`config.mk`:
```
export PLATFORM = sky130hd
export DESIGN_NAME = scan_mvm_core_flat
export DESIGN_NICKNAME = d
export VERILOG_FILES = /design/src/rtl/scan_mvm_core_if.sv /design/src/rtl/scan_mvm_core.sv /design/src/flat_wrapper.sv
export SDC_FILE = /design/constraint.sdc
export NUM_CORES = 2
export LEC_CHECK = 0
export ABC_AREA = 1
export BUFFER_PORTS_ARGS = -buffer_cell sky130_fd_sc_hd__clkbuf_2
export CAP_MARGIN = 20
export CORE_MARGIN = 10
export CORE_UTILIZATION = 55
export CTS_BUF_LIST = sky130_fd_sc_hd__clkbuf_2
export DETAILED_ROUTE_END_ITERATION = 12
export PLACE_DENSITY = 0.7
export REMOVE_ABC_BUFFERS = 1
export SETUP_SLACK_MARGIN = 0.05
export SLEW_MARGIN = 25
export SYNTH_ARGS = -nofsm -noshare
export SYNTH_HDL_FRONTEND = slang
export SYNTH_SLANG_ARGS = --single-unit
```
`constraint.sdc`:
```
create_clock -name clk -period 6.1 [get_ports clk]
set_input_delay 0.61 -clock clk [delete_from_list [all_inputs] [get_ports clk]]
set_output_delay 0.61 -clock clk [all_outputs]
set_load 0.05 [all_outputs]
```
`src/rtl/scan_mvm_core_if.sv`:
```
// Scan port bundle for scan_mvm_core: two-phase shift clocks, serial data in/out,
// load strobes and the chain select. The master drives pins; the core is the slave.
interface scan_mvm_core_if;
    logic scan_id;
    logic scan_phi;
    logic scan_phi_bar;
    logic scan_data_in;
    logic scan_load_chip;
    logic scan_load_chain;
    logic scan_data_out;

    modport master (
        output scan_id, scan_phi, scan_phi_bar, scan_data_in, scan_load_chip, scan_load_chain,
        input  scan_data_out
    );

    modport slave (
        input  scan_id, scan_phi, scan_phi_bar, scan_data_in, scan_load_chip, scan_load_chain,
        output scan_data_out
    );
endinterface

```
`src/rtl/scan_mvm_core.sv`:
```
// Scan-programmable NxN signed matrix-vector multiplier. All configuration and
// readback go through a two-phase scan port sampled into the clk domain. A run
// computes one result row per cycle from operands captured at launch.
module scan_mvm_core #(
    parameter int N      = 4,
    parameter int DATA_W = 8,
    parameter int ACC_W  = 2*DATA_W + $clog2(N),
    parameter int SYNC   = 2
) (
    input  logic           clk,
    input  logic           rst_n,   // active-high synchronous reset
    scan_mvm_core_if.slave scan
);
    localparam int W_BITS = N*N*DATA_W;
    localparam int X_BITS = N*DATA_W;
    localparam int CFG_L  = 1 + W_BITS + X_BITS;
    localparam int RES_L  = 2 + N*ACC_W;
    localparam int ROW_W  = (N > 1) ? $clog2(N) : 1;

    typedef enum logic {IDLE, RUN} state_t;

    // Pin order keeps the four edge-detected strobes in the low bits.
    logic [5:0]            pins;
    logic [5:0]            sync_q [SYNC];
    logic [5:0]            sync_o;
    logic [3:0]            prev_q;
    logic [3:0]            rise;
    logic                  phi_r, phb_r, lcp_r, lcn_r, id, din;

    logic [CFG_L-1:0]      cfg;
    logic [RES_L-1:0]      res;
    logic [W_BITS-1:0]     w_sh;
    logic [X_BITS-1:0]     x_sh;
    logic [N-1:0][N-1:0][DATA_W-1:0] w_run;
    logic [N-1:0][DATA_W-1:0]        x_run;
    logic [N-1:0][ACC_W-1:0]         y;
    logic [ROW_W-1:0]      row;
    logic                  done;
    logic                  busy;
    logic                  sdo;
    logic                  launch;
    logic                  last_row;
    state_t                state_q, state_d;

    logic signed [ACC_W-1:0] row_sum, wa, xa;

    assign pins = {scan.scan_data_in, scan.scan_id, scan.scan_load_chain,
                   scan.scan_load_chip, scan.scan_phi_bar, scan.scan_phi};

    // Synchronize every scan pin and keep the previous strobe levels for edge detection.
    always_ff @(posedge clk) begin
        if (rst_n) begin
            for (int i = 0; i < SYNC; i++) sync_q[i] <= '0;
            prev_q <= '0;
        end else begin
            sync_q[0] <= pins;
            for (int i = 1; i < SYNC; i++) sync_q[i] <= sync_q[i-1];
            prev_q <= sync_o[3:0];
        end
    end

    assign sync_o = sync_q[SYNC-1];
    assign rise   = sync_o[3:0] & ~prev_q;
    assign phi_r  = rise[0];
    assign phb_r  = rise[1];
    assign lcp_r  = rise[2];
    assign lcn_r  = rise[3];
    assign id     = sync_o[4];
    assign din    = sync_o[5];

    assign busy     = (state_q == RUN);
    assign last_row = busy && (row == ROW_W'(N-1));

    // Run state register.
    always_ff @(posedge clk) begin
        if (rst_n) state_q <= IDLE;
        else       state_q <= state_d;
    end

    // Launch on load_chip with start set while idle; return to idle after the last row.
    always_comb begin
        state_d = state_q;
        launch  = 1'b0;
        case (state_q)
            IDLE: if (lcp_r && cfg[0]) begin
                state_d = RUN;
                launch  = 1'b1;
            end
            RUN:  if (last_row) state_d = IDLE;
            default: state_d = IDLE;
        endcase
    end

    // Dot product of the current row of launched weights with the launched vector.
    always_comb begin
        row_sum = '0;
        wa      = '0;
        xa      = '0;
        for (int c = 0; c < N; c++) begin
            wa      = ACC_W'($signed(w_run[row][c]));
            xa      = ACC_W'($signed(x_run[c]));
            row_sum = row_sum + wa * xa;
        end
    end

    // Scan chains, shadow registers, launch capture and per-row result writeback.
    always_ff @(posedge clk) begin
        if (rst_n) begin
            cfg   <= '0;
            res   <= '0;
            w_sh  <= '0;
            x_sh  <= '0;
            w_run <= '0;
            x_run <= '0;
            y     <= '0;
            row   <= '0;
            done  <= 1'b0;
            sdo   <= 1'b0;
        end else begin
            // A load strobe in the same cycle as a phi edge swallows the shift.
            if (lcn_r) begin
                if (id) res <= {y, busy, done};
                else    cfg <= {x_sh, w_sh, 1'b0};
            end else if (phi_r && !lcp_r) begin
                if (id) res <= {din, res[RES_L-1:1]};
                else    cfg <= {din, cfg[CFG_L-1:1]};
            end

            if (phb_r) sdo <= id ? res[0] : cfg[0];

            // Shadows always follow load_chip; start itself is never stored.
            if (lcp_r) begin
                w_sh <= cfg[W_BITS:1];
                x_sh <= cfg[CFG_L-1:W_BITS+1];
            end

            if (launch) begin
                w_run <= cfg[W_BITS:1];
                x_run <= cfg[CFG_L-1:W_BITS+1];
                row   <= '0;
                done  <= 1'b0;
            end else if (busy) begin
                y[row] <= row_sum;
                row    <= row + 1'b1;
                if (last_row) done <= 1'b1;
            end
        end
    end

    assign scan.scan_data_out = sdo;
endmodule

```
`src/flat_wrapper.sv`:
```
// flat-port wrapper written by rule: the top's interface ports become plain ports
module scan_mvm_core_flat 
#(
    parameter int N      = 4,
    parameter int DATA_W = 8,
    parameter int ACC_W  = 2*DATA_W + $clog2(N),
    parameter int SYNC   = 2
)
  (clk, rst_n, scan_scan_id, scan_scan_phi, scan_scan_phi_bar, scan_scan_data_in, scan_scan_load_chip, scan_scan_load_chain, scan_scan_data_out);
  scan_mvm_core_if scan_i ();
  input  logic clk;
  input  logic rst_n;
  input wire logic [$bits(scan_i.scan_id)-1:0] scan_scan_id;
  input wire logic [$bits(scan_i.scan_phi)-1:0] scan_scan_phi;
  input wire logic [$bits(scan_i.scan_phi_bar)-1:0] scan_scan_phi_bar;
  input wire logic [$bits(scan_i.scan_data_in)-1:0] scan_scan_data_in;
  input wire logic [$bits(scan_i.scan_load_chip)-1:0] scan_scan_load_chip;
  input wire logic [$bits(scan_i.scan_load_chain)-1:0] scan_scan_load_chain;
  output wire logic [$bits(scan_i.scan_data_out)-1:0] scan_scan_data_out;
  assign scan_i.scan_id = scan_scan_id;
  assign scan_i.scan_phi = scan_scan_phi;
  assign scan_i.scan_phi_bar = scan_scan_phi_bar;
  assign scan_i.scan_data_in = scan_scan_data_in;
  assign scan_i.scan_load_chip = scan_scan_load_chip;
  assign scan_i.scan_load_chain = scan_scan_load_chain;
  assign scan_scan_data_out = scan_i.scan_data_out;
  scan_mvm_core #(.N(N), .DATA_W(DATA_W), .ACC_W(ACC_W), .SYNC(SYNC)) u_core (.clk(clk), .rst_n(rst_n), .scan(scan_i));
endmodule
```
==> run_results.csv <==
group,metric,value,unit
grt,grt_antenna_before_repair,3,
sta,relSlewSlack,28.82,%
critical_path,critical_path.reg2reg.startpoint,"u_core.row[0]$_SDFFE_PP0P_",
logic_synthesis,ys_seq_elements,648,
critical_path,cp_slowest_cell,"sky130_fd_sc_hd__fa_1",
floorplanning,fp.dieW,278.5,µm
drt,route.antenna.remaining_nets,0,
sta,report.final.hold_viol_count,0,
critical_path,r2r_end,"u_core.y[51]$_SDFFE_PP0P_",
final_layout,area_delta_synth_final,18.28,%
drt,avgViaCountPerCell,5.296,
logic_synthesis,cell_with_the_most_instances_after_synthesis,"sky130_fd_sc_hd__nand2_1",
grt,grt_start_max_net_pins,195,
final_layout,final.fill_count,5658,
power_and_ir_drop,total_power,7.879,mW
logic_synthesis,post_synth_most_frequent_cells,"957 x sky130_fd_sc_hd__nand2_1, 677 x sky130_fd_sc_hd__inv_1, 672 x sky130_fd_sc_hd__nor2_1, 648 x sky130_fd_sc_hd__dfxtp_1, 488 x sky130_fd_sc_hd__o21ai_0",
drt,drt_first_iter_violations,2596,
drt,post_drt_wl_per_cell,15.36,µm
critical_path,critPathLaunchType,"flop",
sta,final-max-slew-violation-count,0,
critical_path,critical_path.most_common_cell,"sky130_fd_sc_hd__fa_1",
logic_synthesis,top_area_cell_type_share_of_the_netlist_area,35.29,%
worst_hold_path,holdCritStartpoint,"u_core.w_sh[9]$_SDFFE_PP0P_",
sta,min_period_over_period,110.5,%
drt,drt_pass1_iterations,6,
sta,clock.fmax,0.1484,GHz
floorplanning,vertical_extent_of_the_die,278.5,µm
clocking,root_buffer,"sky130_fd_sc_hd__clkbuf_2",
drt,total_number_of_vias,32860,
floorplanning,initial_core_util,55.71,%
power_and_ir_drop,power.static_leakage,19.30,nW
clocking,cts-htree-levels,4,
clocking,cts_buffers,166,
sta,post-route-worst-setup-slack,-639.4,ps
sta,grt_setup_unrepaired,"yes",
critical_path,setup.worst_path.class,"flop to flop",
logic_synthesis,synth_async_sr_flop_share,0,%
final_layout,post_route_cells_drive_above_1_share,19.33,%
critical_path,worstRegToRegCells,38,
logic_synthesis,synthesis_warnings,0,
floorplanning,placementRows,94,
clocking,clock_insertion_delay_worst_skew,1390,ps
critical_path,largest_stage_delay_worst_path,530,ps
sta,min_period,6739,ps
sta,final.setup_skew,119.8,ps
placement,port_buf_inserts,8,
worst_hold_path,hold_path.class,"flop to flop",
logic_synthesis,post_synth_num_cell_types,37,
logic_synthesis,synth.avg_cell_area,7.443,µm²
grt,grt_use_total,24.32,%
clocking,clkTransAtPathRegs,110,ps
critical_path,worst_endpoint_required_time,7330,ps
drt,drt_wl_total,95340,µm
floorplanning,floorplan.die_area,77570,µm²
clocking,cts_tree,"built",
critical_path,timing.critical_path.to_type,"flop",
critical_path,reg2reg_slack,-640,ps
floorplanning,num_io_pins,9,
status,outcome,"finished, violations left",
clocking,clock_sinks,648,
drt,number_of_remaining_drc_errors,0,
logic_synthesis,yosys-top-cells-area,"sky130_fd_sc_hd__dfxtp_1 35%, sky130_fd_sc_hd__fa_1 14%, sky130_fd_sc_hd__nand2_1 9.8%",
placement,globalplace.congestion,0.8868,
critical_path,critical_path.startpoint,"u_core.row[0]$_SDFFE_PP0P_",
logic_synthesis,ys_seq_area_share,35.29,%
logic_synthesis,yosys.area.top_type,"sky130_fd_sc_hd__dfxtp_1",
clocking,cts_buffer_depth,3,
flow_run,cap_violations,0,
worst_hold_path,timing.hold.worst_endpoint,"u_core.cfg[10]$_SDFFE_PP0P_",
placement,dpl.hpwl,61100,µm
worst_hold_path,hold_depth,2,
status,failing_checks,"negative setup slack",
sta,setup_total_negative_slack,-20120,ps
final_layout,layout.nets,5628,
sta,worstMarginPinSlew,1061,ps
logic_synthesis,synthesis.area,36760,µm²
grt,grt_first_pass_wirelength,157800,µm
critical_path,largest_delay_share_family_worst_path,"adder cells",
grt,grt_pass1_vias,31910,
power_and_ir_drop,power_density,181.2,nW/µm²
sta,finalSetupViolations,43,
logic_synthesis,postSynth.topFlopCell,"sky130_fd_sc_hd__dfxtp_1",
logic_synthesis,synthCells,4938,
power_and_ir_drop,ir_worst_vdd,0.1594,mV
grt,grt-ovfl-total,0,
critical_path,critical_path_buf_inv_count,13,
floorplanning,design.core.area,65980,µm²
logic_synthesis,synth_enable_flop_cells,0,
critical_path,worst-endpoint-arrival,7970,ps
critical_path,crit_fanout,7,
[per-stage QoR]
stage / setup slack, ps / hold WS, ps / utilization, % / std cells / instance area, µm²
after detailed placement: -895.1 / 398.3 / 59.87 / 5871 / 39500
final: -639.4 / 363.4 / 65.89 / 6205 / 43470
after floorplan: -2276 / 388.3 / - / 4664 / 35650
after global placement: -795.5 / 391.3 / 59.87 / 5871 / 39500
after global routing: -951.3 / 382.1 / 65.89 / 6205 / 43470
after CTS: -545.6 / 327.3 / 64.71 / 6185 / 42700
[how the worst max path moves through the flow]
stage,endpoint,slack [ps],depth (start not counted)
final,u_core.y[51]$_SDFFE_PP0P_,-640,38
after CTS,u_core.y[15]$_SDFFE_PP0P_,-550,33
after global routing,u_core.y[15]$_SDFFE_PP0P_,-950,38
after global placement,u_core.y[53]$_SDFFE_PP0P_,-800,33
after detailed placement,u_core.y[15]$_SDFFE_PP0P_,-900,37
after floorplan,u_core.y[14]$_SDFFE_PP0P_,-2280,33
[final cells by class]
cell class | count | area, µm² | area share [%]
antenna | 2 | 5.005 | 0.01151
clock buffer | 229 | 1146 | 2.636
clock inverter | 48 | 274.0 | 0.6303
inverter | 685 | 2624 | 6.035
multi-input combinational | 3331 | 21990 | 50.59
sequential | 648 | 12980 | 29.85
tap | 864 | 1081 | 2.487
timing repair buffer | 398 | 3374 | 7.762
[cells in the final DEF (no fill, tap or decap), drive strengths merged, types with 42 or more instances in the layout]
| cell type | Yosys | layout |
|---|---|---|
| a21oi | 199 | 199 |
| a31oi | 234 | 234 |
| buf | 75 | 370 |
| clkbuf | 199 | 238 |
| clkinv | 4 | 42 |
| dfxtp | 648 | 648 |
| fa | 253 | 253 |
| ha | 137 | 137 |
| inv | 681 | 689 |
| nand2 | 957 | 957 |
| nand3 | 161 | 161 |
| nor2 | 677 | 677 |
| o21ai | 609 | 609 |
[layer usage]
layer | vias to the layer above | track usage (%) | share of wire, %
met4 | 2 | 9.546 | 2.8
met2 | 891 | 41.22 | 48
li1 | 16330 | - | -
met5 | - | 0 | 0.0084
met3 | 184 | 3.841 | 5.0
met1 | 15450 | 30.72 | 44
[sequential cells by signal, summed over array words and instances (netlist names), 4 cells and up]
signal / cells
u_core.w_sh: 128
u_core.w_run: 128
u_core.sync_q: 12
u_core.x_sh: 32
u_core.prev_q: 4
u_core.x_run: 32
u_core.res: 74
u_core.cfg: 161
u_core.y: 72
[cell families (layout without fill, tap and decap cells)]
group           Yosys count  in the layout  synth area share (%)
buf+inv                 959           1360                 10.01
compound gates         1062           1062                 15.44
other cells               0              2                     0
simple gates           1813           1813                 19.24
flops                   648            648                 35.29
fa+ha+maj               390            390                 18.44
xor+xnor                 66             66                 1.573
[worst min-delay path: stages (launching register included)]
cell	delay, ps
sky130_fd_sc_hd__dfxtp_1	310
sky130_fd_sc_hd__nand2_1	60
sky130_fd_sc_hd__a31oi_1	70
[repair_timing]
action,in CTS,in global routing
endpoints found under the hold margin,217,0
endpoints found under the setup margin,48,49
pin swaps,87,107
gates resized for setup,339,177
hold buffers,19,0
setup buffers,18,20
gates cloned,3,1
[power breakdown]
| group | total [mW] | switching [mW] | internal, mW |
|---|---|---|---|
| registers | 4.51 | 0.125 | 4.38 |
| clock network | 2.89 | 1.84 | 1.05 |
| logic | 0.484 | 0.318 | 0.166 |
| total | 7.88 | 2.29 | 5.59 |
No activity file was read; power rests on OpenSTA's default activity.
